<file path="config.mk">
export PLATFORM = sky130hd
export DESIGN_NAME = crc_serial_engine
export DESIGN_NICKNAME = d
export VERILOG_FILES = /design/src/rtl/crc_serial_engine.sv
export SDC_FILE = /design/constraint.sdc
export NUM_CORES = 1
export LEC_CHECK = 0
export CAP_MARGIN = 20
export CORE_MARGIN = 5
export CORE_UTILIZATION = 35
export CTS_CLUSTER_DIAMETER = 80
export DETAILED_ROUTE_END_ITERATION = 16
export GPL_TIMING_DRIVEN = 0
export PLACE_DENSITY = 0.6
export SYNTH_ARGS = -nofsm -noshare
export SYNTH_HDL_FRONTEND = slang
export SYNTH_SLANG_ARGS = --single-unit
</file>
<file path="constraint.sdc">
create_clock -name i_clk -period 2 [get_ports i_clk]
set_input_delay 0.3 -clock i_clk [delete_from_list [all_inputs] [get_ports i_clk]]
set_output_delay 0.3 -clock i_clk [all_outputs]
set_load 0.05 [all_outputs]
</file>
<file path="src/rtl/crc_serial_engine.sv">
// ---------------------------------------------------------------------------
// crc_serial_engine
//   Bit-serial, non-reflected CRC engine. It accepts parallel words over a
//   valid/ready handshake and folds each one into a running CRC, MSB first,
//   one bit per clock. When the word tagged 'last' has been folded in, the
//   final CRC (crc ^ XOR_OUT) is presented on o_crc_out with a one-cycle
//   o_crc_valid pulse, and the CRC is reseeded with INIT.
//
//   state   | meaning
//   --------+-----------------------------------------------------------
//   S_IDLE  | ready for a word; i_start reloads the CRC with INIT
//   S_SHIFT | folding the held word into the CRC, one bit per clock
//   S_DONE  | result on o_crc_out, o_crc_valid high, CRC reseeded
//
// Ports
//   i_clk         rising-edge clock
//   i_rst_n       asynchronous active-low reset
//   i_start       reload CRC with INIT (honoured in S_IDLE only)
//   i_data_in     word to fold in, bit DATA_W-1 first
//   i_data_valid  i_data_in / i_data_last are valid
//   i_data_last   this word ends the message
//   o_data_ready  engine accepts a word this cycle
//   o_busy        shifting a word or presenting a result
//   o_crc_out     final CRC, held until the next result
//   o_crc_valid   one-cycle pulse when o_crc_out updates
// ---------------------------------------------------------------------------
module crc_serial_engine #(
    parameter int unsigned      DATA_W  = 8,
    parameter int unsigned      CRC_W   = 8,
    parameter logic [CRC_W-1:0] POLY    = 'h07,
    parameter logic [CRC_W-1:0] INIT    = 'h00,
    parameter logic [CRC_W-1:0] XOR_OUT = 'h00
) (
    input  logic              i_clk,
    input  logic              i_rst_n,
    input  logic              i_start,
    input  logic [DATA_W-1:0] i_data_in,
    input  logic              i_data_valid,
    input  logic              i_data_last,
    output logic              o_data_ready,
    output logic              o_busy,
    output logic [CRC_W-1:0]  o_crc_out,
    output logic              o_crc_valid
);

    localparam int unsigned      CNT_W      = (DATA_W > 1) ? $clog2(DATA_W) : 1;
    localparam logic [CNT_W-1:0] L_CNT_LAST = CNT_W'(DATA_W - 1);

    typedef enum logic [1:0] {
        S_IDLE  = 2'd0,
        S_SHIFT = 2'd1,
        S_DONE  = 2'd2
    } state_t;

    state_t             r_state;
    state_t             w_state_nxt;
    logic [CRC_W-1:0]   r_crc;
    logic [DATA_W-1:0]  r_shreg;
    logic [CNT_W-1:0]   r_bitcnt;
    logic               r_last_q;
    logic [CRC_W-1:0]   r_crc_out;
    logic               r_crc_valid;

    logic               w_ready;
    logic               w_transfer;
    logic               w_bit_last;
    logic               w_fb;
    logic [CRC_W-1:0]   w_crc_nxt;

    // One LFSR step: feedback is the outgoing CRC MSB XOR the incoming data bit.
    assign w_fb      = r_crc[CRC_W-1] ^ r_shreg[DATA_W-1];
    assign w_crc_nxt = {r_crc[CRC_W-2:0], 1'b0} ^ (w_fb ? POLY : '0);
    assign w_bit_last = (r_bitcnt == '0);

    always_ff @(posedge i_clk or negedge i_rst_n) begin
        if (!i_rst_n) begin
            r_state <= S_IDLE;
        end else begin
            r_state <= w_state_nxt;
        end
    end

    always_comb begin
        w_state_nxt = r_state;
        w_ready     = 1'b0;
        case (r_state)
            S_IDLE: begin
                w_ready = 1'b1;
                if (i_data_valid) begin
                    w_state_nxt = S_SHIFT;
                end
            end
            S_SHIFT: begin
                if (w_bit_last) begin
                    w_state_nxt = r_last_q ? S_DONE : S_IDLE;
                end
            end
            S_DONE: begin
                w_state_nxt = S_IDLE;
            end
            default: begin
                w_state_nxt = S_IDLE;
            end
        endcase
    end

    assign w_transfer = w_ready & i_data_valid;

    always_ff @(posedge i_clk or negedge i_rst_n) begin
        if (!i_rst_n) begin
            r_crc       <= INIT;
            r_shreg     <= '0;
            r_bitcnt    <= '0;
            r_last_q    <= 1'b0;
            r_crc_out   <= '0;
            r_crc_valid <= 1'b0;
        end else begin
            r_crc_valid <= 1'b0;
            case (r_state)
                S_IDLE: begin
                    // A start coinciding with a transfer seeds the word's fold.
                    if (i_start) begin
                        r_crc <= INIT;
                    end
                    if (w_transfer) begin
                        r_shreg  <= i_data_in;
                        r_last_q <= i_data_last;
                        r_bitcnt <= L_CNT_LAST;
                    end
                end
                S_SHIFT: begin
                    r_crc    <= w_crc_nxt;
                    r_shreg  <= {r_shreg[DATA_W-2:0], 1'b0};
                    r_bitcnt <= r_bitcnt - 1'b1;
                    if (w_bit_last && r_last_q) begin
                        r_crc_out   <= w_crc_nxt ^ XOR_OUT;
                        r_crc_valid <= 1'b1;
                    end
                end
                S_DONE: begin
                    // Auto-reseed so the next message needs no start pulse.
                    r_crc <= INIT;
                end
                default: begin
                    r_crc <= INIT;
                end
            endcase
        end
    end

    assign o_data_ready = w_ready;
    assign o_busy       = ~w_ready;
    assign o_crc_out    = r_crc_out;
    assign o_crc_valid  = r_crc_valid;

endmodule

</file>
Yosys cells after proc, flatten, opt, wreduce, memory -nomap -nowiden
Cells that the tools add are included.

storage, ports and cells
  logic and storage cells = 39
  output and inout bits = 11
  flip-flop bits (word level) = 31
  input port bits = 13

operators by class
  multiplexer cells = 14
  add/subtract/negate cells = 1
  bitwise operators = 4
  reduce and logical (&&, ||, !) cells = 8
  equal/unequal tests = 5

operators by type and width
  kind                 count
  $pmux 8 s2           2
  $mux 8               2
  $ne 2x2->1 const B   4
  $reduce_and 2->1     4
  $xor 8x3->8          1
  $mux 2               3
  $mux 3               2
  $pmux 3 s2           1
  $pmux 2 s2           1
  $logic_not 3->1      1
  $mux 1               3
  $sub 3x1->3 const B  1
  $eq 2x1->1 const B   1
  $logic_not 2->1      1
  $reduce_bool 2->1    1
  $and 1x1->1          1
  $logic_and 1x1->1    1
  $not 1->1            1
  $xor 1x1->1          1

Depth between registers and ports, before layout
Gate-level depths: netlist of run 1.

  word-level depth = 5
  depth in mapped cells = 6
  depth with buffers taken out = 6

Worst setup path after synthesis of run 1
OpenSTA, ideal clock, no wires.

  kind = register to register
  from = register r_state[0]
  to = register r_last_q
  path slack = 0.511 ns
  data required time = 1.875 ns
  setup time = 0.125 ns
  arrival time = 1.363 ns
  cell stages (with the launch flop) = 6
  buffers on the path = 1
  path through = dfrtp_1 -> buf_6 -> or2_4 -> clkinv_2 -> nand2_2 -> mux2_4

on the way
  word-level cells in the longest chain between the ends = 4

ends and longest elaborated chain
  what                        RTL line  source
  start, declared             55        state_t r_state;
  start signal, assigned      79        r_state <= w_state_nxt;
  $logic_not 2->1             86        case (r_state)
  $mux 1                      86
  net o_data_ready            40        output logic o_data_ready,
  $and 1x1->1                 107       assign w_transfer = w_ready & i_data_valid;
  $reduce_and 2->1 (no line)  n/a
  end signal, assigned        127       r_last_q <= i_data_last;
  end, declared               60        logic r_last_q;

The timed path passes the listed nets, and every way through them passes these cells.
A chain may end at the register's enable or synchronous reset.

Final worst setup path of run 1
  from = register r_state[1]
  to = output o_data_ready

on the way
  word-level cells in the longest chain between the ends = 2

ends and longest elaborated chain
  what             RTL line
  $logic_not 2->1  86
  $mux 1           86
  end, declared    40

Every way passes these cells.

==> results of run 1 <==
-- cell type report --
type	instances	area, um2
Inverter	6	26.28
Timing Repair Buffer	24	242.7
Tap cell	50	62.56
Multi-Input combinational cell	82	586.8
Sequential cell	31	775.7
Clock buffer	8	100.1
Buffer	8	50.05
Fill cell	372	2156
-- kinds of logic (layout without fill, tap and decap cells) --
group,count (synthesis),in the layout,share of synthesized area (%)
buffers and inverters,14,46,5.303
adder cells (fa/ha/maj),2,2,1.739
AND/OR/NAND/NOR,30,30,13.13
multiplexers,9,9,7.566
AO/OA/AOI/OAI,38,38,16.00
flip-flops,31,31,53.91
XOR/XNOR,3,3,2.348
-- sequential cells by signal, summed over array words and instances (netlist names) --
register / flops
o_crc_out: 8
o_crc_valid: 1
r_bitcnt: 3
r_crc: 8
r_last_q: 1
r_shreg: 8
r_state: 2
-- what timing repair did --
| action | in CTS | in global routing |
|---|---|---|
| setup endpoints to repair | 2 | 0 |
| setup buffers | 0 | 0 |
| resized for setup | 2 | 0 |
-- worst max path at each step --
stage | from | to | slack (ps) | cells after the start
floorplan | r_state[0] | r_last_q | 510 | 5
global placement | i_rst_n | r_shreg[5] | 50 | 1
detailed placement | r_state[1] | o_data_ready | 70 | 4
CTS | r_state[1] | o_data_ready | 30 | 4
global route | r_state[1] | o_data_ready | 6 | 4
finish | r_state[1] | o_data_ready | 40 | 4
-- power breakdown --
group	internal [mW]	total (mW)	switching, mW
sequential	0.874	1.03	0.156
clock	0.313	0.528	0.215
combinational	0.517	1.21	0.696
-- per-layer routing --
layer / wire length (um) / share of wire, % / global-route usage (%)
met1: 1321 / 46 / 15.25
met3: 128 / 4.4 / 3.243
met2: 1388 / 48 / 17.62
met4: 59 / 2.0 / 6.036
met5: 0 / 0 / 0
-- worst max-delay path: cells and delay by family, from the launching register on --
kind                   cells  cell delay [ps]
buffers and inverters      3              750
DFF                        1              380
and+or+nand+nor            1              240
-- placed cells by master (no fill, tap or decap), types with 2 or more instances in the layout --
cell / instances
a21oi_1: 15
a22oi_1: 9
a32o_1: 2
buf_2: 3
buf_6: 2
clkbuf_1: 3
clkbuf_8: 7
clkdlybuf4s50_1: 21
dfrtp_1: 31
dlygate4sd2_1: 2
ha_1: 2
inv_1: 4
mux2_2: 7
mux2_4: 2
nand2_1: 2
nor2_1: 8
nor2b_1: 9
nor3b_1: 5
o21ai_0: 8
o21ai_1: 2
xor2_1: 2
-- per-stage QoR --
stage	util, %	power [mW]	hold slack (ps)	setup WS (ps)	instances
2_1_floorplan	-	1.903	4.409	511.4	127
3_3_place_gp	43.29	2.229	488.0	50.29	200
3_5_place_dp	43.67	2.276	492.9	68.53	201
4_1_cts	46.11	2.800	498.8	32.68	209
5_1_grt	46.11	2.947	516.0	6.340	209
6_report	46.11	2.772	475.6	41.24	209
==> impl_metrics.json, run 1 <==
{
  "ctsHtreeMaxLevel": 2,
  "synth-seq-area-share_pct": 53.91,
  "yosysTopAreaCell": "dfrtp_1",
  "ys_top_cells_by_area": "dfrtp_1, mux2_2, a21oi_1",
  "grt_use_total_pct": 11.65,
  "r2r_end": "o_crc_out[1]",
  "area_growth_syn_to_layout_pct": 28.17,
  "worst_slew_pin_slew_ps": 776.7,
  "synth_nets": 142,
  "syn_area_um2": 1439,
  "critPathSlowestCell": "dlygate4sd2_1",
  "drc": 0,
  "synthCells": 127,
  "first_iter_violations": 16,
  "synth_warnings": 0,
  "cp-start-kind": "flop",
  "coreArea_um2": 4000,
  "status": "completed",
  "worst_path_largest_cell_delay_ps": 530,
  "cts_sinks": 31,
  "via_per_inst": 4.919,
  "die_h_um": 74.12,
  "endpoint_kind": "output pin",
  "io_pins": 24,
  "leakage_nw": 0.8215,
  "setup_violations": 0,
  "overflow": 0,
  "initial_core_util_pct": 35.97,
  "rr_worst_depth": 6,
  "clk_path_buf_depth": 2,
  "cap_violations": 0,
  "place_area_um2": 1747,
  "critPathRequiredTime_ps": 1700,
  "cts_tree": "yes",
  "r2r-start": "r_bitcnt[0]",
  "wire_per_inst_um": 13.87,
  "fmax_ghz": 0.5105,
  "min_path_type": "primary input to async pin",
  "synth-seq-cells": 31,
  "synth-edff-count": 0,
  "synth_ff_type": "dfrtp_1",
  "p_per_area_nw_per_um2": 1503,
  "path_max_fanout": 10,
  "clk_latency_ps": 280,
  "portBuffers": 23,
  "grt_pass1_wl_um": 4754,
  "drt_wl_total_um": 2898,
  "finalCritPeriodShare_pct": 97.94,
  "nNetsFinal": 173,
  "die_w_um": 74.12,
  "avgSynthCellArea_um2": 11.33,
  "maxSlewViolCount": 0,
  "dpl.hpwl_um": 2120,
  "grt_pass1_vias": 982,
  "antennaDiodeCount": 0,
  "grt_start_max_net_pins": 17,
  "drive_gt1_share_pct": 19.50,
  "crit_chain": "buf_6, or2_4, clkinv_2, dlygate4sd2_1",
  "cts.hold.buffers_added": 0,
  "cp.arrival_ps": 1660,
  "clkSlewWorstSetupHoldPaths_ps": 70,
  "synth_cell_types": 30,
  "ys_top_cells_by_count": "dfrtp_1, a21oi_1, a22oi_1, nor2b_1",
  "dieArea_um2": 5493,
  "cts_inserted_buffers": 5,
  "hold_viol": 0,
  "antenna_found_initial": 0,
  "first_pass_iters": 4,
  "fin_skew_ps": 7.661,
  "fin_area_um2": 1844,
  "slew_headroom_pct": 48.06,
  "rsz0062_at_grt": "no",
  "rows": 23,
  "period_minus_slack_ps": 1959,
  "async_reset_ff_share_pct": 100.0,
  "postRouteAntennaNets": 0,
  "fin_setup_tns_ps": 0,
  "rrSetupSlack_ps": 470,
  "worstSetupPathType": "flop to output pin",
  "root_buffer": "clkbuf_8",
  "synth_top_area_share_pct": 53.91,
  "peakVddDrop_uv": 629.7,
  "gp_congestion": 0.7848,
  "yosysMostFrequentCell": "dfrtp_1",
  "vias": 1028
}
Power figures use the tool's default switching activity.
==> run 2, diff against run 1 <==
Settings changed: CORE_MARGIN 5 to default.
==> run 2 against run 1 <==
- register-to-register slack better by 20 ps
- sequential share of layout area hardly changed
- count of clock-buffer cells in the layout shrank 2
- utilization increased by 2.4 points
- clock skew down 3.3 ps
- via count increased by 0.58%
- largest cell class unchanged
- largest power group unchanged
==> impl_metrics.json, run 2 (synthesis results as in run 1) <==
{
  "postCtsResizedCells": 2,
  "worst_path_largest_cell_delay_ps": 490,
  "fin_skew_ps": 4.362,
  "setup_violations": 0,
  "drive_gt1_share_pct": 19.62,
  "grt_start_max_net_pins": 19,
  "nNetsFinal": 173,
  "grt_pass1_wl_um": 4823,
  "dieArea_um2": 4371,
  "die_h_um": 66.12,
  "r2r-start": "r_bitcnt[0]",
  "endpoint_kind": "output pin",
  "first_pass_iters": 4,
  "layout_commonest_cell": "dfrtp_1",
  "cts_setup_buffers": 0,
  "drt_wl_total_um": 2767,
  "endpoint": "o_data_ready",
  "worst_slew_pin_slew_ps": 728.1,
  "clk_path_buf_depth": 2,
  "cts.hold.buffers_added": 0,
  "slew_headroom_pct": 51.31,
  "coreArea_um2": 3799,
  "io_pins": 24,
  "fmax_ghz": 0.5204,
  "hold_viol": 0,
  "crit_chain": "buf_6, or2_4, clkinv_2, clkdlybuf4s15_1",
  "clkSlewWorstSetupHoldPaths_ps": 60,
  "cts_sinks": 31,
  "grt_use_total_pct": 15.36,
  "cap_violations": 0,
  "crit_start": "r_state[1]",
  "critPathRequiredTime_ps": 1700,
  "cts_inserted_buffers": 5,
  "r2r_end": "o_crc_out[2]",
  "portBuffers": 23,
  "period_minus_slack_ps": 1922,
  "final_core_util_pct": 48.52,
  "rsz0062_at_grt": "no",
  "path_max_fanout": 10,
  "vias": 1034,
  "finalCritPeriodShare_pct": 96.08,
  "rows": 22,
  "critPathSlowestCell": "clkdlybuf4s15_1",
  "worstSetupPathType": "flop to output pin",
  "p_per_area_nw_per_um2": 1480,
  "die_w_um": 66.12,
  "cts_tree": "yes",
  "gp_congestion": 0.7531,
  "leakage_nw": 0.8195,
  "grt_pass1_vias": 1021,
  "root_buffer": "clkbuf_8",
  "antenna_found_initial": 0,
  "cp-start-kind": "flop",
  "finalPower_mw": 2.728,
  "antennaDiodeCount": 0,
  "via_per_inst": 5.019,
  "wire_per_inst_um": 13.43,
  "overflow": 0,
  "cp.arrival_ps": 1620,
  "rrSetupSlack_ps": 490,
  "first_iter_violations": 72,
  "drc": 0,
  "status": "completed",
  "peakVddDrop_uv": 582.1,
  "fin_setup_tns_ps": 0,
  "initial_core_util_pct": 37.88,
  "min_path_type": "primary input to async pin",
  "maxSlewViolCount": 0,
  "final_cell_mix": "dfrtp_1, clkdlybuf4s50_1, a21oi_1",
  "ctsHtreeMaxLevel": 2,
  "clk_latency_ps": 280,
  "postRouteAntennaNets": 0,
  "dpl.hpwl_um": 1991,
  "rr_worst_depth": 6,
  "area_growth_syn_to_layout_pct": 28.09
}
[run 2: cell types whose count changed in the layout (fill, tap and decap cells not counted)]
cell / before / now
clkdlybuf4s15_1: 0 / 1
buf_8: 1 / 0
buf_16: 0 / 1
clkbuf_8: 7 / 6
clkbuf_1: 3 / 2
clkinv_2: 1 / 2
dlygate4sd2_1: 2 / 1
[run 2: power by group]
group          switching (mW)  total (mW)  internal (mW)
logic                   0.695        1.21          0.519
clock network           0.218       0.487          0.269
registers               0.154        1.03          0.874
[run 2: per-stage QoR]
stage | setup slack [ps] | std cells | hold slack [ps] | cell area, um2
2_1_floorplan | 511.4 | 127 | 4.409 | 1439
3_3_place_gp | 57.09 | 198 | 487.3 | 1729
3_5_place_dp | 65.87 | 199 | 491.8 | 1757
4_1_cts | 25.28 | 206 | 462.3 | 1842
5_1_grt | 23.40 | 206 | 499.4 | 1843
6_report | 78.43 | 206 | 450.6 | 1843
[run 2: final cells by class]
| class | count | area [um2] |
|---|---|---|
| plain buffers | 8 | 50.05 |
| clock buffers | 6 | 82.58 |
| clock inverters | 1 | 5.005 |
| fillers | 352 | 1956 |
| inverters | 6 | 26.28 |
| multi-input cells | 82 | 586.8 |
| flip-flops and latches | 31 | 775.7 |
| well taps | 48 | 60.06 |
| repair buffers | 24 | 256.5 |
[run 2: routing by layer]
layer	share of wire, %	global-route usage [%]	vias to the layer above
met1	47	19.67	508
met3	5.1	6.207	5
met4	1.8	6.383	0
met2	46	22.83	23
met5	0	0	-
li1	-	-	498
[run 2: worst min path at each step]
stage / from / end / slack, ps / cells past startpoint
after floorplan: i_rst_n / o_crc_out[0] / 4 / 0
after global placement: o_crc_out[3] / o_crc_out[3] / 490 / 1
after detailed placement: o_crc_out[4] / o_crc_out[4] / 490 / 1
after CTS: i_rst_n / o_crc_out[6] / 460 / 1
after global routing: i_rst_n / o_crc_out[6] / 500 / 1
final: i_rst_n / o_crc_out[6] / 450 / 1
[run 2: worst max-delay path: cells and delay by family, from the launching register on]
kind	cells	cell delay, ps
buffers and inverters	3	710
flip-flops	1	380
AND/OR/NAND/NOR	1	230
==> patch 1 (settings of run 2) <==
Reset style: synchronous (`i_rst_n`), changed in 2 clocked blocks. Comments in the files are not updated.
--- a/src/rtl/crc_serial_engine.sv
+++ b/src/rtl/crc_serial_engine.sv
@@ -72,7 +72,7 @@
     assign w_crc_nxt = {r_crc[CRC_W-2:0], 1'b0} ^ (w_fb ? POLY : '0);
     assign w_bit_last = (r_bitcnt == '0);
 
-    always_ff @(posedge i_clk or negedge i_rst_n) begin
+    always_ff @(posedge i_clk) begin
         if (!i_rst_n) begin
             r_state <= S_IDLE;
         end else begin
@@ -106,7 +106,7 @@
 
     assign w_transfer = w_ready & i_data_valid;
 
-    always_ff @(posedge i_clk or negedge i_rst_n) begin
+    always_ff @(posedge i_clk) begin
         if (!i_rst_n) begin
             r_crc       <= INIT;
             r_shreg     <= '0;
Formal check against the unedited RTL: differs if i_rst_n is asserted again (counterexample within 4 cycles, from zero or initial values and one cycle with i_rst_n low); with i_rst_n held inactive, the same outputs for 10 cycles.
==> patch 1 against run 2 <==
- synthesized area decreased by 11%
- sequential cell count unchanged
- worst setup slack got worse by 0.017 ns
- maximum frequency decreased by 0.88%
- final area decreased by 13%
- critical path type unchanged
- routed wire length decreased by 3.4%
- synthesized cell count increased by 10%
- sequential share of layout area decreased by 3.3 points
Power is not compared: it rests on default switching activity, and its combinational part moved more than twofold at a synthesized area within 25%.
==> patch 1: results (changes against run 2) <==
INFO  run_status     run_status=completed [unchanged]
INFO  timing         worst_clock_skew=0.00551ns [was 0.00436 ns]
INFO  logic_synthesis yosysSeqAreaShare=48.7% [was 53.9%]
INFO  global_route   grt_first_pass_wirelength=4460µm [was 4820 µm]
INFO  global_route   grt_max_degree=11 [was 19]
INFO  critical_path  reg_to_reg_critical_path_endpoint=r_crc[1]$_SDFFE_PN0P_ [was o_crc_out[2]$_DFFE_PN0P_]
INFO  global_route   met2_usage=24.6% [was 22.8%]
INFO  cts            cts_root_buf=sky130_fd_sc_hd__clkbuf_4 [was sky130_fd_sc_hd__clkbuf_8]
INFO  timing         worstMarginPinSlew=0.857ns [was 0.728 ns]
INFO  global_route   grt_use_met1=16.9% [was 19.7%]
INFO  logic_synthesis post_synth_inst_count=140 [was 127]
INFO  min_path       hold_path.class=input pin to flip-flop [was input pin to async pin]
INFO  logic_synthesis postSynthNetCount=155 [was 142]
INFO  global_route   gr-usage-met3=6.25% [was 6.21%]
INFO  place          gpl.final_weighted_congestion=0.834 [was 0.753]
INFO  layout         ratio_of_cells_with_drive_above_1_in_the_final_layout=7.65% [was 19.6%]
INFO  place          place_hpwl=1840µm [was 1990 µm]
INFO  layout         fin_util=46.9% [was 48.5%]
INFO  routing        detail_route_met3_wl=115µm [was 141 µm]
INFO  logic_synthesis synthArstFlopShare=0% [was 100%]
INFO  layout         sh_seq_area=38.7% [was 42.1%]
INFO  critical_path  crit_path_start=r_state[0]$_SDFFE_PN0P_ [was r_state[1]$_DFFE_PN0P_]
INFO  layout         finalNonFillerCells=216 [was 206]
INFO  layout         number_of_multi_input_combinational_cells_in_the_layout=93 [was 82]
INFO  layout         non_clock_buffer_count=31 [was 32]
[patch 1: cell count changes after synthesis, moves of 5 or more]
cell                       before  now
sky130_fd_sc_hd__nor2b_1        9    2
sky130_fd_sc_hd__mux2i_1        0    7
sky130_fd_sc_hd__a21oi_1       15   10
sky130_fd_sc_hd__nand3_1        0    9
sky130_fd_sc_hd__mux2_2         7    0
sky130_fd_sc_hd__dfrtp_1       31    0
sky130_fd_sc_hd__dfxtp_1        0   31
sky130_fd_sc_hd__nor3b_1        5    0
sky130_fd_sc_hd__nor2_1         8   15
sky130_fd_sc_hd__a211oi_1       0    7
[patch 1: kinds of logic (layout without fill, tap and decap cells)]
logic type,Yosys count,count (layout),synth area share [%]
DFF,31,31,48.7
and+or+nand+nor,43,43,16.5
xor gates and xnor gates,3,3,2.06
muxes,7,7,5.50
adders and majority gates,2,2,1.96
buffers and inverters,16,46,6.48
AOI/OAI and AO/OA,38,38,18.8
==> patch 2 (settings of run 2) <==
Without the edit above. Change the parameter `DATA_W` from 8 to 32.
--- a/src/rtl/crc_serial_engine.sv
+++ b/src/rtl/crc_serial_engine.sv
@@ -25,7 +25,7 @@
 //   o_crc_valid   one-cycle pulse when o_crc_out updates
 // ---------------------------------------------------------------------------
 module crc_serial_engine #(
-    parameter int unsigned      DATA_W  = 8,
+    parameter int unsigned      DATA_W  = 32,
     parameter int unsigned      CRC_W   = 8,
     parameter logic [CRC_W-1:0] POLY    = 'h07,
     parameter logic [CRC_W-1:0] INIT    = 'h00,
Interface: changed (resized i_data_in); port bits go from 24 to 48. No check against the original RTL was run, so the function may have changed too.
==> patch 2 against run 2 <==
- global-route usage is 1.0 points higher
- utilization is 0.11 points higher
- critical endpoint unchanged
- die area increased by 71%
- clock power up 140%
- total power rose by 67%
- hold slack worse by 0.41 ns
- worst setup slack better by 0.067 ns
- routed wire length rose by 89%
- maximum frequency grew 3.6%
- count of clock-buffer cells in the layout is 5 higher
- synthesized area increased by 74%
- final area grew 80%
- first-iteration DRC count is 63% higher
- sequential cell count rose by 26
==> patch 2: results (changes against run 2) <==
INFO  cts            tritoncts_buffers=9 [was 5]
INFO  layout         ratio_of_cells_with_drive_above_1_in_the_final_layout=13.7% [was 19.6%]
INFO  layout         design.final.nets=346 [was 173]
INFO  layout         num-fill-cells=670 [was 352]
INFO  global_route   grt_max_degree=34 [was 19]
INFO  place          detailedPlace.worstSlack=0.148ns [was 0.0659 ns]
INFO  logic_synthesis netlist_top_cells_area=sky130_fd_sc_hd__dfrtp_1, sky130_fd_sc_hd__nand2_1, sky130_fd_sc_hd__a31oi_1 [was sky130_fd_sc_hd__dfrtp_1, sky130_fd_sc_hd__mux2_2, sky130_fd_sc_hd__a21oi_1]
INFO  logic_synthesis yosysSeqAreaShare=57.1% [was 53.9%]
INFO  pwr            vdd.ir_drop.worst=0.792mV [was 0.582 mV]
INFO  place          place_hpwl=3600µm [was 1990 µm]
INFO  place          io_buffers=47 [was 23]
INFO  timing         worstMarginPinSlew=0.822ns [was 0.728 ns]
INFO  timing         worst_clock_skew=0.00467ns [was 0.00436 ns]
INFO  place          gpl.final_weighted_congestion=0.770 [was 0.753]
INFO  logic_synthesis postSynthNetCount=287 [was 142]
INFO  logic_synthesis synth.lib_cells_used.distinct=27 [was 30]
INFO  pwr            static-leakage-power=1.49nW [was 0.820 nW]
INFO  routing        first_iter_violations=117 [was 72]
INFO  place          placed_cell_area=0.00310mm² [was 0.00176 mm²]
INFO  critical_path  critPathArrivalTime=1.55ns [was 1.62 ns]
INFO  logic_synthesis synth_common_cells=sky130_fd_sc_hd__nand2_1, sky130_fd_sc_hd__dfrtp_1, sky130_fd_sc_hd__nor2_1 [was sky130_fd_sc_hd__dfrtp_1, sky130_fd_sc_hd__a21oi_1, sky130_fd_sc_hd__a22oi_1, sky130_fd_sc_hd__nor2b_1]
INFO  cts            htreeDepth=3 [was 2]
INFO  run_status     run_status=completed [unchanged]
INFO  routing        vias_per_cell=4.86 [was 5.02]
INFO  global_route   grt_first_pass_wirelength=9390µm [was 4820 µm]
INFO  global_route   gr-usage-all-layers=16.4% [was 15.4%]
INFO  global_route   via_count_of_the_first_global_routing_pass=2020 [was 1021]
[patch 2: cell types whose count changed in the layout (fill, tap and decap cells not counted), sizes merged, moves of 8 or more]
| cell | change |
|---|---|
| clkdlybuf4s50 | +23 |
| nor2 | +26 |
| nand2 | +61 |
| buf | +9 |
| nor2b | -8 |
| dfrtp | +26 |
| a31oi | +32 |
| a22oi | -9 |
| a22o | +8 |
| a21oi | -13 |
[patch 2: per-layer routing]
metal  part of all wire, %  wire length [µm]  vias up  global-route usage, %
li1                      -                 -      971                      -
met1                    49              2550      950                   22.3
met2                    45              2340       62                   24.7
met3                   5.8               301        5                   6.00
met4                  0.77                40        0                   4.55
met5                     0                 0        -                      0
[patch 2: worst max path at each step]
stage / endpoint / depth (start not counted) / from / slack, ns
CTS: o_data_ready / 2 / r_state[0]$_DFFE_PN0P_ / 0.08
detailed placement: r_shreg[28]$_DFFE_PN0P_ / 6 / i_data_valid / 0.15
global route: o_data_ready / 2 / r_state[0]$_DFFE_PN0P_ / 0.02
finish: o_data_ready / 2 / r_state[0]$_DFFE_PN0P_ / 0.15
global placement: r_shreg[25]$_DFFE_PN0P_ / 1 / i_rst_n / -1.20
floorplan: o_busy / 2 / r_state[0]$_DFFE_PN0P_ / 0.05
[patch 2: cells by family after synthesis]
logic type,after synthesis,synth area share [%]
AND/OR/NAND/NOR,107,17.8
flip-flops,57,57.1
AO/OA/AOI/OAI,51,13.8
buffers and inverters,21,4.41
multiplexers,9,5.26
XOR/XNOR,3,1.05
adder cells (fa/ha/maj),1,0.501
[patch 2: per-stage QoR]
stage                     total power, mW  hold WS [ns]  instances
final                                4.55        0.0377        409
after global routing                 4.90        0.0910        409
after CTS                            4.61        0.0538        409
after detailed placement             3.40         0.422        393
after global placement               3.34         0.490        392
after floorplan                      2.95       0.00441        249
[patch 2: area by class of cell]
type,count,area [µm²],area share [%]
timing repair buffer,48,484,14.6
buffer,18,98.8,2.98
clock inverter,5,78.8,2.37
multi-input combinational,171,961,28.9
inverter,3,11.3,0.339
clock buffer,11,141,4.26
sequential,57,1430,42.9
tap,96,120,3.62
[patch 2: report_power, final]
part / internal, mW / switching [mW] / total, mW
logic: 0.650 / 0.743 / 1.39
registers: 1.65 / 0.319 / 1.97
clock network: 0.733 / 0.456 / 1.19
total: 3.04 / 1.52 / 4.55
[patch 2: what timing repair did]
item                       in CTS  in global routing
setup endpoints to repair       2                  1
cloned                          0                  0
hold endpoints to repair        0                  0
resized for setup               2                  1
[patch 2: critical path, stage by stage (launching register included)]
cell                              delay (ns)
sky130_fd_sc_hd__dfrtp_1                0.45
sky130_fd_sc_hd__nor2_1                 0.24
sky130_fd_sc_hd__clkdlybuf4s15_1        0.53
